--- config.mk ---
export PLATFORM = sky130hd
export DESIGN_NAME = sent_tx_pulse_gen_flat
export DESIGN_NICKNAME = d
export VERILOG_FILES = /design/src/rtl/sent_pkg.sv /design/src/rtl/sent_tx_pulse_gen_if.sv /design/src/rtl/sent_tick_gen.sv /design/src/rtl/sent_tx_pulse_gen.sv /design/src/flat_wrapper.sv
export SDC_FILE = /design/constraint.sdc
export NUM_CORES = 1
export LEC_CHECK = 0
export ABC_AREA = 1
export BUFFER_PORTS_ARGS = -buffer_cell sky130_fd_sc_hd__buf_4
export CAP_MARGIN = 30
export CORE_MARGIN = 4
export CORE_UTILIZATION = 44
export DETAILED_ROUTE_END_ITERATION = 10
export SLEW_MARGIN = 0
export SYNTH_ARGS = -nofsm -noshare
export SYNTH_HDL_FRONTEND = slang
export SYNTH_SLANG_ARGS = --single-unit
--- constraint.sdc ---
create_clock -name clk -period 4.4 [get_ports clk]
set_input_delay 0 -clock clk [delete_from_list [all_inputs] [get_ports clk]]
set_output_delay 0 -clock clk [all_outputs]
set_load 0.1 [all_outputs]
--- src/rtl/sent_pkg.sv ---
`default_nettype none
// ============================================================================
//  Module      : sent_pkg
//  Description : Shared constants, pulse-kind and FSM state encodings, and the
//                pulse-length helper for the SENT transmit pulse generator.
//  Revision    : 1.0 - initial release
// ============================================================================
package sent_pkg;

    localparam int unsigned SYNC_TICKS        = 56;
    localparam int unsigned NIBBLE_BASE_TICKS = 12;
    localparam int unsigned PAUSE_MIN_TICKS   = 12;
    localparam int unsigned PAUSE_MAX_TICKS   = 768;

    typedef enum logic [1:0] {
        KIND_SYNC  = 2'd0,
        KIND_PAUSE = 2'd1,
        KIND_DATA  = 2'd2
    } pulse_kind_t;

    typedef enum logic [1:0] {
        IDLE = 2'd0,
        LOW  = 2'd1,
        HIGH = 2'd2
    } state_t;

    // Total pulse length in ticks, LOW phase included; pause is clamped.
    function automatic int unsigned calc_len(pulse_kind_t kind, logic [3:0] nibble,
                                             int unsigned pause_ticks);
        int unsigned len;
        case (kind)
            KIND_SYNC:  len = SYNC_TICKS;
            KIND_PAUSE: begin
                if (pause_ticks < PAUSE_MIN_TICKS)      len = PAUSE_MIN_TICKS;
                else if (pause_ticks > PAUSE_MAX_TICKS) len = PAUSE_MAX_TICKS;
                else                                    len = pause_ticks;
            end
            default:    len = NIBBLE_BASE_TICKS + 32'(nibble);
        endcase
        return len;
    endfunction

endpackage
`default_nettype wire

--- src/rtl/sent_tx_pulse_gen_if.sv ---
`default_nettype none
// ============================================================================
//  Module      : sent_tx_pulse_gen_if
//  Description : Request/status bundle between the SENT transmit controller
//                (master) and the pulse generator (slave).
//  Revision    : 1.0 - initial release
// ============================================================================
interface sent_tx_pulse_gen_if #(
    parameter int TW = 10
);
    logic          sync;
    logic          pulse;
    logic          pause;
    logic [3:0]    data_nibble;
    logic [TW-1:0] pause_ticks;
    logic          sent_out;
    logic          pulse_done;
    logic          busy;
    logic          proto_err;

    modport master (
        output sync, pulse, pause, data_nibble, pause_ticks,
        input  sent_out, pulse_done, busy, proto_err
    );

    modport slave (
        input  sync, pulse, pause, data_nibble, pause_ticks,
        output sent_out, pulse_done, busy, proto_err
    );
endinterface
`default_nettype wire

--- src/rtl/sent_tick_gen.sv ---
`default_nettype none
// ============================================================================
//  Module      : sent_tick_gen
//  Description : Tick prescaler; counts 0..CLK_PER_TICK-1 and flags the
//                terminal count. i_clr holds it at zero.
//  Revision    : 1.0 - initial release
// ============================================================================
module sent_tick_gen #(
    parameter int CLK_PER_TICK = 3
) (
    input  logic clk,
    input  logic reset,
    input  logic i_clr,
    output logic o_tick
);

    logic [7:0] r_cnt;
    logic       w_term;

    assign w_term = (r_cnt == 8'(CLK_PER_TICK - 1));
    assign o_tick = w_term;

    // Prescale counter: wraps on terminal count, forced to zero by clear.
    always_ff @(posedge clk or posedge reset) begin
        if (reset)
            r_cnt <= 8'd0;
        else if (i_clr || w_term)
            r_cnt <= 8'd0;
        else
            r_cnt <= r_cnt + 8'd1;
    end

endmodule
`default_nettype wire

--- src/rtl/sent_tx_pulse_gen.sv ---
`default_nettype none
// ============================================================================
//  Module      : sent_tx_pulse_gen
//  Description : Converts sync / data / pause level requests into tick-timed
//                SENT line pulses (fixed low phase, then high phase).
//  Revision    : 1.0 - initial release
// ============================================================================
module sent_tx_pulse_gen
    import sent_pkg::*;
#(
    parameter int CLK_PER_TICK = 3,
    parameter int LOW_TICKS    = 5,
    parameter int TW           = 10
) (
    input  logic              clk,
    input  logic              reset,
    sent_tx_pulse_gen_if.slave bus
);

    state_t        r_state;
    state_t        w_state_nxt;
    logic [TW-1:0] r_tick_cnt;
    logic [TW-1:0] r_len;
    logic [TW-1:0] w_len;
    pulse_kind_t   w_kind;
    logic          w_tick;
    logic          w_clr;
    logic          w_any;
    logic          w_low_last;
    logic          w_high_last;
    logic          w_latch;
    logic          w_pulse_end;

    // Prescaler restarts with every pulse launched from IDLE.
    assign w_clr = (r_state == IDLE);

    sent_tick_gen #(
        .CLK_PER_TICK(CLK_PER_TICK)
    ) u_tick_gen (
        .clk    (clk),
        .reset  (reset),
        .i_clr  (w_clr),
        .o_tick (w_tick)
    );

    assign w_any       = bus.sync | bus.pulse | bus.pause;
    assign w_low_last  = (r_state == LOW)  && w_tick && (r_tick_cnt == TW'(LOW_TICKS - 1));
    assign w_high_last = (r_state == HIGH) && w_tick && (r_tick_cnt == r_len - TW'(1));
    assign w_pulse_end = w_high_last | (w_low_last & ~w_any);
    assign w_len       = TW'(calc_len(w_kind, bus.data_nibble, 32'(bus.pause_ticks)));

    // Request priority at the latch point: sync > pause > data.
    always_comb begin
        w_kind = KIND_DATA;
        if (bus.sync)
            w_kind = KIND_SYNC;
        else if (bus.pause)
            w_kind = KIND_PAUSE;
    end

    // FSM state register; async reset forces the line high at once.
    always_ff @(posedge clk or posedge reset) begin
        if (reset)
            r_state <= IDLE;
        else
            r_state <= w_state_nxt;
    end

    // Next-state and line/status outputs.
    always_comb begin
        w_state_nxt    = r_state;
        w_latch        = 1'b0;
        bus.sent_out   = 1'b1;
        bus.busy       = 1'b0;
        bus.pulse_done = 1'b0;
        bus.proto_err  = 1'b0;
        case (r_state)
            IDLE: begin
                if (w_any)
                    w_state_nxt = LOW;
            end
            LOW: begin
                bus.sent_out = 1'b0;
                bus.busy     = 1'b1;
                if (w_low_last) begin
                    if (w_any) begin
                        w_latch     = 1'b1;
                        w_state_nxt = HIGH;
                    end else begin
                        bus.proto_err = 1'b1;
                        w_state_nxt   = IDLE;
                    end
                end
            end
            HIGH: begin
                bus.busy = 1'b1;
                if (w_high_last) begin
                    bus.pulse_done = 1'b1;
                    w_state_nxt    = w_any ? LOW : IDLE;
                end
            end
            default: w_state_nxt = IDLE;
        endcase
    end

    // In-pulse tick counter (LOW ticks included) and latched pulse length.
    always_ff @(posedge clk or posedge reset) begin
        if (reset) begin
            r_tick_cnt <= '0;
            r_len      <= '0;
        end else begin
            if (r_state == IDLE || w_pulse_end)
                r_tick_cnt <= '0;
            else if (w_tick)
                r_tick_cnt <= r_tick_cnt + TW'(1);
            if (w_latch)
                r_len <= w_len;
        end
    end

endmodule
`default_nettype wire
--- src/flat_wrapper.sv ---
// flat-port wrapper written by rule: the top's interface ports become plain ports
module sent_tx_pulse_gen_flat import sent_pkg::*;
#(
    parameter int CLK_PER_TICK = 3,
    parameter int LOW_TICKS    = 5,
    parameter int TW           = 10
)
  (clk, reset, bus_sync, bus_pulse, bus_pause, bus_data_nibble, bus_pause_ticks, bus_sent_out, bus_pulse_done, bus_busy, bus_proto_err);
  sent_tx_pulse_gen_if #(.TW(TW)) bus_i ();
  input  logic clk;
  input  logic reset;
  input wire logic [$bits(bus_i.sync)-1:0] bus_sync;
  input wire logic [$bits(bus_i.pulse)-1:0] bus_pulse;
  input wire logic [$bits(bus_i.pause)-1:0] bus_pause;
  input wire logic [$bits(bus_i.data_nibble)-1:0] bus_data_nibble;
  input wire logic [$bits(bus_i.pause_ticks)-1:0] bus_pause_ticks;
  output wire logic [$bits(bus_i.sent_out)-1:0] bus_sent_out;
  output wire logic [$bits(bus_i.pulse_done)-1:0] bus_pulse_done;
  output wire logic [$bits(bus_i.busy)-1:0] bus_busy;
  output wire logic [$bits(bus_i.proto_err)-1:0] bus_proto_err;
  assign bus_i.sync = bus_sync;
  assign bus_i.pulse = bus_pulse;
  assign bus_i.pause = bus_pause;
  assign bus_i.data_nibble = bus_data_nibble;
  assign bus_i.pause_ticks = bus_pause_ticks;
  assign bus_sent_out = bus_i.sent_out;
  assign bus_pulse_done = bus_i.pulse_done;
  assign bus_busy = bus_i.busy;
  assign bus_proto_err = bus_i.proto_err;
  sent_tx_pulse_gen #(.CLK_PER_TICK(CLK_PER_TICK), .LOW_TICKS(LOW_TICKS), .TW(TW)) u_core (.clk(clk), .reset(reset), .bus(bus_i));
endmodule
==> run metrics <==
status finished, final reports clean; Pwr Total 0.0009560 W; worst slew pin tran 556.1 ps; core area 4444 sq um; Initial Utilization 0.4609; initial DRC count 105; post-layout utilization of the core 0.5512; Area Overhead vs Synth 19.61%; GRT Total Usage 0.1755; Die W 76.23 um; post-CTS sizing 0; Worst slew margin 0.6289; largest net degree at the start of global routing 17; Root Driver clkbuf_8; H-tree depth 2; cells after synthesis 297; number of post-CTS setup repair buffers 0; number of synthesized flops with an enable pin 0; TNS Setup 0 ps; Max VDD drop 435.4 uV; count of different cell masters after synthesis 28; CP endpoint kind output pin; CP Data Required Time 4400 ps; Initial DRT Pass Iterations 7; multi-input combinational cell area 1127 sq um; fraction of layout cells with a size suffix above 1 0.1532; via count 1,887; placed cells 371; # diodes 0; RSZ-0062 raised after global routing false; Syn Nets 326; sequential cell area 750.7 sq um; CP cell instances inv_1 > ha_1 > nand2_1 > nor2_1 > nor2_1 > nor2_1 > nand2_1 > nor2_2 > nand3_2 > inv_1 > buf_4; average cell area after synthesis 6.896 sq um; IO buf count 22; Seq/Total Area, Yosys 0.3665; final std cells w/o fill 385; Worst EP arrival 2040 ps; CTS Hold Bufs 6; Num CTS Buffers 5; Vias/cell 4.901; IO Pins 23; die area 5810 sq um; grt total ovfl 0; Fillers 467; Worst Hold Class in -> reg; post-route minimum period 2042 ps; FFs w/ async S/R, synth 1.000; drt drc 0; kind of critical path reg -> out; CTS sink cnt 30; cell family with most CP delay simple AND/OR/NAND/NOR gates; CP max stage delay 380 ps; Setup Skew 5.270 ps; Max Clk Rate 489.8 MHz; RePlAce Congestion 0.8089; Tcrit/Tclk final 0.4640; fin nets 361; Routed WL 4.721 mm; CTS tree done; worst hold slack 6.770 ps; Final Max Tran Viols 0; crit start category register; final setup vio count 0; antenna viol nets, final 0; Hold Vio Cnt, Final 0; clk_lat worst skew 280 ps; drt wl/cell 12.26 um; Crit path top cell by count nor2_1; first-pass GRT wire length 8.293 mm; slowest stage cell, crit path dfrtp_1; Clock Path Buffers 2; max-cap viol count 0; Syn Std Cell Area 2048 sq um; initial antenna violation count 0; Rows 24; Worst Path Buf+Inv 3; Top FF cell, synth dfrtp_1; clk slew on worst S/H paths 70 ps; PD cells 390.2 nW/um^2; dpl hpwl 3.791 mm; critical path fanouts, max 4; vias in the first global route 1,900; Pleak 1.269 nW; Die Ht 76.23 um; YS warnings 0; post-synthesis register bit count 30
-- Yosys cell counts, types with 2 or more instances --
library cell / n / area share
nand2_1: 81 / 0.15
nor2_1: 44 / 0.081
inv_1: 37 / 0.068
dfrtp_1: 30 / 0.37
nand3_1: 19 / 0.046
a21oi_1: 14 / 0.034
nor3_1: 11 / 0.027
ha_1: 10 / 0.061
xor2_1: 8 / 0.034
inv_2: 7 / 0.013
nor2_2: 5 / 0.015
o21ai_0: 4 / 0.0098
o21ai_1: 4 / 0.0098
a22oi_1: 3 / 0.011
and3_1: 3 / 0.0092
nand2_2: 3 / 0.0092
nand3_2: 2 / 0.0098
o22ai_1: 2 / 0.0061
-- state kept, by name, summed over array words and instances (netlist names) --
name and count:
u_core.r_len 10, u_core.r_state 2, u_core.r_tick_cnt 10, u_core.u_tick_gen.r_cnt 8
-- path summary, 6_finish.rpt --
check	start	to	slack [ps]	cells after the start
max	u_core.r_len[1]$_DFFE_PP0P_	bus_pulse_done	2360	11
min	bus_pause_ticks[5]	u_core.r_len[5]$_DFFE_PP0P_	7	3
max reg2reg	u_core.r_state[1]$_DFFE_PP0P_	u_core.r_len[5]$_DFFE_PP0P_	2440	7
min reg2reg	u_core.u_tick_gen.r_cnt[0]$_DFF_PP0_	u_core.u_tick_gen.r_cnt[0]$_DFF_PP0_	500	1
max in group asynchronous	reset	u_core.r_len[3]$_DFFE_PP0P_	3430	4
min in group asynchronous	reset	u_core.r_tick_cnt[9]$_DFFE_PP0P_	330	3
-- kinds of logic (layout without fill, tap and decap cells) --
group                      after synthesis  after routing  synth area share
AOI/OAI and AO/OA                       29             29           0.07819
xor gates and xnor gates                 8              8           0.03421
adders and majority gates               10             10           0.06109
buffers and inverters                   45             81           0.08308
DFF                                     30             30            0.3665
and+or+nand+nor                        175            175            0.3769
-- area by class of cell --
type	instances	area share
multi-input combinational	222	0.4602
timing repair buffer	29	0.09499
sequential	30	0.3064
tap	52	0.02656
clock inverter	3	0.01634
clock buffer	5	0.02809
inverter	44	0.06742
-- routing by layer --
metal / up-vias / GRT usage / share of wire
li1: 1004 / - / -
met2: 32 / 0.3207 / 0.50
met5: - / 0 / 0
met4: 0 / 0.04891 / 0.014
met1: 844 / 0.2031 / 0.46
met3: 7 / 0.04137 / 0.028
-- where the power goes --
| part | leakage [nW] | switching [W] | internal (W) | total (W) |
|---|---|---|---|---|
| combinational | 0.829 | 0.000252 | 0.000103 | 0.000355 |
| sequential | 0.382 | 0.0000263 | 0.000301 | 0.000327 |
| clock | 0.0579 | 0.000107 | 0.000166 | 0.000273 |
-- worst min-delay path: stages --
cell and delay, ps:
buf_4 80, a211oi_1 60, a21oi_1 100
-- layout by cell type (no fill, tap or decap) --
| master | netlist | routed |
|---|---|---|
| nor3_2 | 1 | 1 |
| xor2_1 | 8 | 8 |
| inv_2 | 7 | 7 |
| o21ai_0 | 4 | 4 |
| nand3b_1 | 1 | 1 |
| a211oi_1 | 1 | 1 |
| clkinv_2 | 0 | 2 |
| a21oi_1 | 14 | 14 |
| dfrtp_1 | 30 | 30 |
| clkbuf_8 | 0 | 5 |
| nor2_2 | 5 | 5 |
| o21ai_1 | 4 | 4 |
| a22oi_1 | 3 | 3 |
| nor3_1 | 11 | 11 |
| and3_1 | 3 | 3 |
| nor3b_1 | 1 | 1 |
| nor2_1 | 44 | 44 |
| nand2_2 | 3 | 3 |
| ha_1 | 10 | 10 |
| bufinv_16 | 0 | 1 |
| nand2_1 | 81 | 81 |
| nand2b_1 | 1 | 1 |
| o21bai_1 | 1 | 1 |
| o22ai_1 | 2 | 2 |
| nand4_1 | 1 | 1 |
| nand3_2 | 2 | 2 |
| dlygate4sd3_1 | 0 | 6 |
| or2_2 | 1 | 1 |
| inv_1 | 37 | 37 |
| buf_4 | 0 | 23 |
| nand3_1 | 19 | 19 |
| nor2_8 | 1 | 1 |
-- stage by stage --
stage | setup slack, ps | instance area, sq um
after detailed placement | 2448 | 2281
after CTS | 2361 | 2450
final | 2358 | 2450
after global placement | 2487 | 2281
after global routing | 2127 | 2450
after floorplan | 2125 | 2048
(Power assumes the default switching activity.)
